==> src/rtl/alu_exec_mc.sv <==
// alu_exec_mc: multi-cycle RV32I EX-stage ALU with iterative shifter.
// Ports: clk, rst_n (sync, active low); in_valid/in_ready + alu_ctrl,
//   op_a, op_b (input side); out_valid/out_ready + result, zero, err
//   (output side). Logic/arith ops take 1 cycle, shifts SHIFT_STEP bits
//   per cycle; err flags an illegal alu_ctrl code.
module alu_exec_mc #(
   parameter int XLEN       = 32,
   parameter int SHIFT_STEP = 1
) (
   input  logic            clk,
   input  logic            rst_n,
   input  logic            in_valid,
   output logic            in_ready,
   input  logic [4:0]      alu_ctrl,
   input  logic [XLEN-1:0] op_a,
   input  logic [XLEN-1:0] op_b,
   output logic            out_valid,
   input  logic            out_ready,
   output logic [XLEN-1:0] result,
   output logic            zero,
   output logic            err
);

   localparam int SW = $clog2(XLEN);
   localparam logic [SW-1:0] STEP = SW'(SHIFT_STEP);

   localparam logic [4:0] C_ADD  = 5'b00000;
   localparam logic [4:0] C_SUB  = 5'b10000;
   localparam logic [4:0] C_AND  = 5'b00001;
   localparam logic [4:0] C_OR   = 5'b00010;
   localparam logic [4:0] C_XOR  = 5'b00011;
   localparam logic [4:0] C_SLL  = 5'b00100;
   localparam logic [4:0] C_SRL  = 5'b00101;
   localparam logic [4:0] C_SRA  = 5'b00110;
   localparam logic [4:0] C_SLT  = 5'b10111;
   localparam logic [4:0] C_SLTU = 5'b11000;

   typedef enum logic [1:0] {IDLE, SHIFT, DONE} state_t;
   typedef enum logic [1:0] {SH_LL, SH_RL, SH_RA} sh_t;

   state_t state, state_nx;
   sh_t    sh_sel, sh_q;

   logic            accept;
   logic            legal;
   logic            is_shift;
   logic [SW-1:0]   shamt;
   logic [XLEN-1:0] alu_val;

   logic [XLEN-1:0] work_q;
   logic [XLEN-1:0] shifted;
   logic [SW-1:0]   rem_q;
   logic [SW-1:0]   step_n;
   logic            last_step;

   logic            load_sh;
   logic            load_res;
   logic [XLEN-1:0] res_nx;
   logic            zero_nx;
   logic            err_nx;

   assign in_ready  = (state == IDLE) && rst_n;
   assign out_valid = (state == DONE);
   assign accept    = in_valid && in_ready;
   assign shamt     = op_b[SW-1:0];

   // Single-cycle ops; shift codes yield op_a, which is the
   // correct answer when shamt is zero.
   always_comb begin
      alu_val  = '0;
      legal    = 1'b1;
      is_shift = 1'b0;
      sh_sel   = SH_LL;
      unique case (alu_ctrl)
         C_ADD:  alu_val = op_a + op_b;
         C_SUB:  alu_val = op_a - op_b;
         C_AND:  alu_val = op_a & op_b;
         C_OR:   alu_val = op_a | op_b;
         C_XOR:  alu_val = op_a ^ op_b;
         C_SLL: begin
            alu_val  = op_a;
            is_shift = 1'b1;
            sh_sel   = SH_LL;
         end
         C_SRL: begin
            alu_val  = op_a;
            is_shift = 1'b1;
            sh_sel   = SH_RL;
         end
         C_SRA: begin
            alu_val  = op_a;
            is_shift = 1'b1;
            sh_sel   = SH_RA;
         end
         C_SLT: alu_val = {{(XLEN-1){1'b0}},
                           ($signed(op_a) < $signed(op_b))};
         C_SLTU: alu_val = {{(XLEN-1){1'b0}}, (op_a < op_b)};
         default: legal = 1'b0;
      endcase
   end

   // Last partial step may be shorter than SHIFT_STEP.
   assign step_n    = (rem_q < STEP) ? rem_q : STEP;
   assign last_step = (rem_q <= STEP);

   // The working reg keeps the sign bit of op_a for SRA,
   // so an arithmetic shift of it fills with the captured MSB.
   always_comb begin
      shifted = work_q;
      unique case (sh_q)
         SH_LL:   shifted = work_q << step_n;
         SH_RL:   shifted = work_q >> step_n;
         SH_RA:   shifted = XLEN'($signed(work_q) >>> step_n);
         default: shifted = work_q;
      endcase
   end

   always_ff @(posedge clk) begin
      if (!rst_n) state <= IDLE;
      else        state <= state_nx;
   end

   always_comb begin
      state_nx = state;
      load_sh  = 1'b0;
      load_res = 1'b0;
      res_nx   = result;
      zero_nx  = zero;
      err_nx   = err;
      unique case (state)
         IDLE: begin
            if (accept) begin
               if (is_shift && (shamt != '0)) begin
                  state_nx = SHIFT;
                  load_sh  = 1'b1;
               end else begin
                  state_nx = DONE;
                  load_res = 1'b1;
                  res_nx   = legal ? alu_val : '0;
                  zero_nx  = legal ? (alu_val == '0) : 1'b1;
                  err_nx   = !legal;
               end
            end
         end
         SHIFT: begin
            if (last_step) begin
               state_nx = DONE;
               load_res = 1'b1;
               res_nx   = shifted;
               zero_nx  = (shifted == '0);
               err_nx   = 1'b0;
            end
         end
         DONE: begin
            if (out_ready) state_nx = IDLE;
         end
         default: state_nx = IDLE;
      endcase
   end

   always_ff @(posedge clk) begin
      if (!rst_n) begin
         result <= '0;
         zero   <= 1'b0;
         err    <= 1'b0;
         work_q <= '0;
         rem_q  <= '0;
         sh_q   <= SH_LL;
      end else begin
         if (load_sh) begin
            work_q <= op_a;
            rem_q  <= shamt;
            sh_q   <= sh_sel;
         end else if (state == SHIFT) begin
            work_q <= shifted;
            rem_q  <= rem_q - step_n;
         end
         if (load_res) begin
            result <= res_nx;
            zero   <= zero_nx;
            err    <= err_nx;
         end
      end
   end

endmodule

==> config.mk <==
export PLATFORM = sky130hd
export DESIGN_NAME = alu_exec_mc
export DESIGN_NICKNAME = d
export VERILOG_FILES = /design/src/rtl/alu_exec_mc.sv
export SDC_FILE = /design/constraint.sdc
export NUM_CORES = 1
export LEC_CHECK = 0
export CORE_MARGIN = 2
export CORE_UTILIZATION = 42
export DETAILED_ROUTE_END_ITERATION = 7
export PLACE_DENSITY = 0.65
export RECOVER_POWER = 100
export REMOVE_ABC_BUFFERS = 1
export SLEW_MARGIN = 20
export SYNTH_ARGS = -nofsm -noshare
export SYNTH_HDL_FRONTEND = slang
export SYNTH_SLANG_ARGS = --single-unit
==> constraint.sdc <==
create_clock -name clk -period 4.3 [get_ports clk]
set_input_delay 0.43 -clock clk [delete_from_list [all_inputs] [get_ports clk]]
set_output_delay 0.43 -clock clk [all_outputs]
set_load 0.01 [all_outputs]
# --- Word level (Yosys, flattened, before mapping) ---
# Cells that the tools add are included.
word_totals:
  ff_bits: 75
op_classes:
  add_sub_neg: 3
  magnitude_cmp: 4
  n_eq_ne: 17
  n_shift: 3
  mux: 36
  bitwise_logic: 3
  reduce_logical: 16
ops:
  columns: ["operator", "n"]
  rows:
  - ["$pmux 32 s8", 1]
  - ["$mux 32", 6]
  - ["$pmux 32 s3", 1]
  - ["$logic_not 32->1", 2]
  - ["$lt 32x32->1", 2]
  - ["$pmux 32 s2", 1]
  - ["$add 32x32->32", 1]
  - ["$and 32x32->32", 1]
  - ["$or 32x32->32", 1]
  - ["$shl 32x5->32", 1]
  - ["$shr 32x5->32", 1]
  - ["$sshr 32x5->32", 1]
  - ["$sub 32x32->32", 1]
  - ["$xor 32x32->32", 1]
  - ["$eq 5x3->1 const B", 3]
  - ["$eq 5x5->1 const B", 3]
  - ["$mux 1", 15]
  - ["$mux 5", 3]
  - ["$eq 5x2->1 const B", 2]
  - ["$reduce_or 10->1", 1]
  - ["$mux 2", 4]
  - ["$ne 2x2->1 const B", 3]
  - ["$pmux 1 s2", 3]
  - ["$pmux 2 s3", 1]
  - ["17 further kinds", 23]

# --- Depth between registers and ports, before layout ---
depth:
  word_depth: 8
  ltp_mapped: 15
  ltp_nobuf: 14

# --- Worst setup path before layout ---
# No wires, ideal clock.
synth_timing:
  path_type: "input-to-reg"
  from: "input port op_a[16]"
  to: "register result[31]"
  t_arrival_ns: 3.217
  t_required_ns: 4.230
  setup_slack_ns: 1.012
  stages: 13
  path_buffers: 0
  path_cell_list: "inv_1 -> ha_1 -> or4_4 -> or3_4 -> a31oi_4 -> o31ai_2 -> a21boi_2 -> nor2_1 -> o21a_1 -> a211o_1 -> o211a_1 -> or3_1 -> a21oi_1"
synth_between:
  elab_chain_len: 6
synth_lines:
  columns: ["element", "line_no", "text"]
  rows:
  - ["start, declared", "15", "input logic [XLEN-1:0] op_a,"]
  - ["$sub 32x32->32 or $add 32x32->32 (tied branches)", "76, 75", null]
  - ["$pmux 32 s8 *", "74", "unique case (alu_ctrl)"]
  - ["$mux 32 *", "139", "res_nx = legal ? alu_val : '0;"]
  - ["$mux 32 *", "133", "if (is_shift && (shamt != '0)) begin"]
  - ["$mux 32 *", "132", "if (accept) begin"]
  - ["$pmux 32 s2 *", "130", "unique case (state)"]
  - ["end signal, assigned", "179", "result <= res_nx;"]
  - ["end, declared", "19", "output logic [XLEN-1:0] result,"]
# Mark *: on every way between the ends. The rest lies on a longest branch, timed or not. The select of a mux whose other input is x is not followed.
# A chain may end at the register's enable or synchronous reset.

# --- Worst setup path in the final report ---
layout_timing:
  from: "input port op_b[6]"
  to: "register zero"
layout_between:
  elab_chain_len: 7
layout_lines:
  columns: ["element", "line_no", "text"]
  rows:
  - ["start, declared", "16", "input logic [XLEN-1:0] op_b,"]
  - ["$sub 32x32->32, or another cell as far along", "76", "C_SUB: alu_val = op_a - op_b;"]
  - ["$pmux 32 s8 *", "74", null]
  - ["$logic_not 32->1 *", "140", "zero_nx = legal ? (alu_val == '0) : 1'b1;"]
  - ["$mux 1 *", "140", null]
  - ["$mux 1 *", "133", null]
  - ["$mux 1 *", "132", null]
  - ["$pmux 1 s2 *", "130", null]
  - ["end signal, assigned", "180", "zero <= zero_nx;"]
  - ["end, declared", "20", "output logic zero,"]
# Marks and branches as above.

==> results.sh <==
export IMPL_worstPathRequired_ns=4.58
export IMPL_synth_area_sq_mm=0.009768
export IMPL_synth_edf_count=0
export IMPL_post_dp_cell_area_sq_mm=0.01216
export IMPL_cp_slowest_cell="a311oi_1"
export IMPL_clock_sinks=75
export IMPL_synth_area_leaders="dfxtp_1 (15%), ha_1 (15%), a21oi_1 (8.1%)"
export IMPL_drive_gt1_share_pct=13.30
export IMPL_drv_cap=0
export IMPL_synth_top_area_cell="dfxtp_1"
export IMPL_drv_slew=0
export IMPL_tightest_slew_ns=1.208
export IMPL_via_per_inst=6.333
export IMPL_drt_total_wl_microns=42550
export IMPL_gr_total_overflow=0
export IMPL_ys_types=85
export IMPL_grt_total_usage_pct=34.14
export IMPL_timing_fmax_mhz=245.3
export IMPL_ctsHoldBuffers=0
export IMPL_syn_to_final_growth_pct=27.50
export IMPL_endpoint_kind="register"
export IMPL_cp_start_kind="primary input"
export IMPL_setup_viol=0
export IMPL_drc=0
export IMPL_place_worst_setup_slack_ns=-0.2170
export IMPL_start_util_pct=43.01
export IMPL_final_cell_area_sq_mm=0.01245
export IMPL_skew_ns=0.008010
export IMPL_grt_pass1_wl_microns=64760
export IMPL_syn_inst=1430
export IMPL_area_sequential_sq_mm=0.001501
export IMPL_grt_max_degree=67
export IMPL_die_w_microns=156.5
export IMPL_power_total_w=0.002783
export IMPL_power_per_cell_area_mw_per_mm2=223.4
export IMPL_grt_antenna_before_repair=0
export IMPL_mostFrequentLayoutCells="buf_4 (164), nor2_1 (157), a21oi_1 (156)"
export IMPL_clock_path_buffers=2
export IMPL_clk_latency_ns=0.34
export IMPL_crit_path_max_fanout=7
export IMPL_via_count=12089
export IMPL_core_area_sq_mm=0.02271
export IMPL_antenna_cells=0
export IMPL_ctsHtreeMaxLevel=3
export IMPL_dr_pass1_iters=5
export IMPL_worstPathCellList="clkdlybuf4s50_1 > inv_1 > ha_1 > inv_1 > a311oi_1 > a211oi_2 > or4_1 > a31oi_1 > o21ai_0 > nor4_2 > buf_4 > nand4_1 > nor4_1 > a41o_1"
export IMPL_synth_top_area_share_pct=15.37
export IMPL_ys_flop_type="dfxtp_1"
export IMPL_syn_avg_cell_area_sq_um=6.831
export IMPL_io_buffers=108
export IMPL_final_util_pct=54.84
export IMPL_status="completed"
export IMPL_path_delay_family="compound AO/OA/AOI/OAI gates"
export IMPL_rsz0062_at_grt="false"
export IMPL_cts_setup_buffers=0
export IMPL_setup_tns_ns=0
export IMPL_slowest_delay_ns=0.51
export IMPL_hold_path_class="register to register"
export IMPL_ys_ff_latch=75
export IMPL_arrival_ns=4.36
export IMPL_ys_async_sr_fraction_pct=0
export IMPL_ys_seq_area_share_pct=15.37
export IMPL_period_needed_ns=4.077
export IMPL_min_period_over_period_pct=94.80
export IMPL_globalplace_congestion=1.021
export IMPL_dp_hpwl_microns=33260
export IMPL_detail_route_antenna_nets=0
export IMPL_dieArea_sq_mm=0.02449
export IMPL_peakVddDrop_v=0.0001765
export IMPL_leakagePower_nw=5.322
export IMPL_grt_pass1_vias=11266
export IMPL_fill_cells=2295
export IMPL_cp_common_cell="inv_1"
export IMPL_path_buf_inv=4
export IMPL_critical_path_class="primary input to register"
export IMPL_pin_count=109
export IMPL_worst_slack_ns=0.2234
export IMPL_cts_made_buffers=9
export IMPL_clkTransAtPathRegs_ns=0.07
export IMPL_relSlewSlack_pct=19.44
export IMPL_multi_input_area_sq_mm=0.007556
export IMPL_fin_nets=1808
export IMPL_hold_viol=0
export IMPL_drtIter0Drc=1484
export IMPL_r2r_slack_ns=0.61
export IMPL_cts_tree="built"
export IMPL_yosysWarnings=0
export IMPL_final_common_cell="buf_4"
export IMPL_dieHeight_microns=156.5
export IMPL_wl_per_cell_microns=22.29
export IMPL_clockRootBuffer="clkbuf_16"
export IMPL_row_count=55
-- report_power, final --
group / internal [W] / switching (W) / total, W
sequential: 0.000725 / 0.0000200 / 0.000745
combinational: 0.000522 / 0.000738 / 0.00126
clock: 0.000454 / 0.000324 / 0.000778
-- what timing repair did --
item,in CTS,in global routing
endpoints found under the setup margin,0,1
endpoints found under the hold margin,0,0
resized for setup,0,6
-- layout make-up --
cell class	count	area share [%]
repair buffers	279	18.96
clock inverters	7	0.6028
well taps	285	2.863
clock buffers	9	1.808
inverters	101	3.044
multi-input cells	1153	60.67
flip-flops and latches	75	12.06
-- registers in the layout, summed over array words and instances, names as in the netlist --
register,flops
result,32
work_q,32
rem_q,5
sh_q,2
state,2
err,1
zero,1
-- final timing paths --
kind	end	depth (start not counted)	startpoint
setup / recovery	zero$_SDFFE_PN0P_	14	op_b[6]
hold / removal	result[31]$_SDFFE_PN0P_	2	result[31]$_SDFFE_PN0P_
setup reg to reg	zero$_SDFFE_PN0P_	12	rem_q[1]$_SDFFE_PN0P_
hold reg to reg	result[31]$_SDFFE_PN0P_	2	result[31]$_SDFFE_PN0P_
-- synthesized netlist by cell type, drive strengths merged (19+ instances only) --
master  count
a21oi     158
dfxtp      75
a221oi     30
a31oi      28
a22oi      37
inv       101
o21ai      83
a211oi     22
ha        114
nor3       48
nand3      27
nor4       19
o22ai      35
o211ai     23
clkbuf     88
nor2      158
nand2     117
-- tightest hold or removal path, delay by kind of cell (launching register included) --
kind	cells	cell delay [ns]
AO/OA/AOI/OAI	1	0.05
flip-flops	1	0.31
AND/OR/NAND/NOR	1	0.06
-- cell families (layout without fill, tap and decap cells) --
logic type               Yosys count  after routing  share of synthesized area [%]
AND/OR/NAND/NOR                  476            476                          23.15
multiplexers                       9              9                         0.9735
AO/OA/AOI/OAI                    546            546                          37.07
XOR/XNOR                           6              6                         0.5380
flip-flops                        75             75                          15.37
buffers and inverters            202            396                          7.890
adder cells (fa/ha/maj)          116            116                          15.01
-- metal layers --
metal,vias up,share of wire (%),global-route usage [%]
met4,0,4.4,13.41
met1,5648,43,47.20
li1,5666,-,-
met3,114,8.4,3.766
met5,-,0,0
met2,661,44,54.31
-- stage by stage --
| stage | hold WS, ns | std cells |
|---|---|---|
| 3_5_place_dp | 0.4631 | 1893 |
| 6_report | 0.4668 | 1909 |
| 4_1_cts | 0.4727 | 1909 |
| 3_3_place_gp | 0.4641 | 1893 |
| 2_1_floorplan | 0.4469 | 1329 |
| 5_1_grt | 0.4988 | 1909 |
Note: power is estimated with default switching activity, not from simulation.
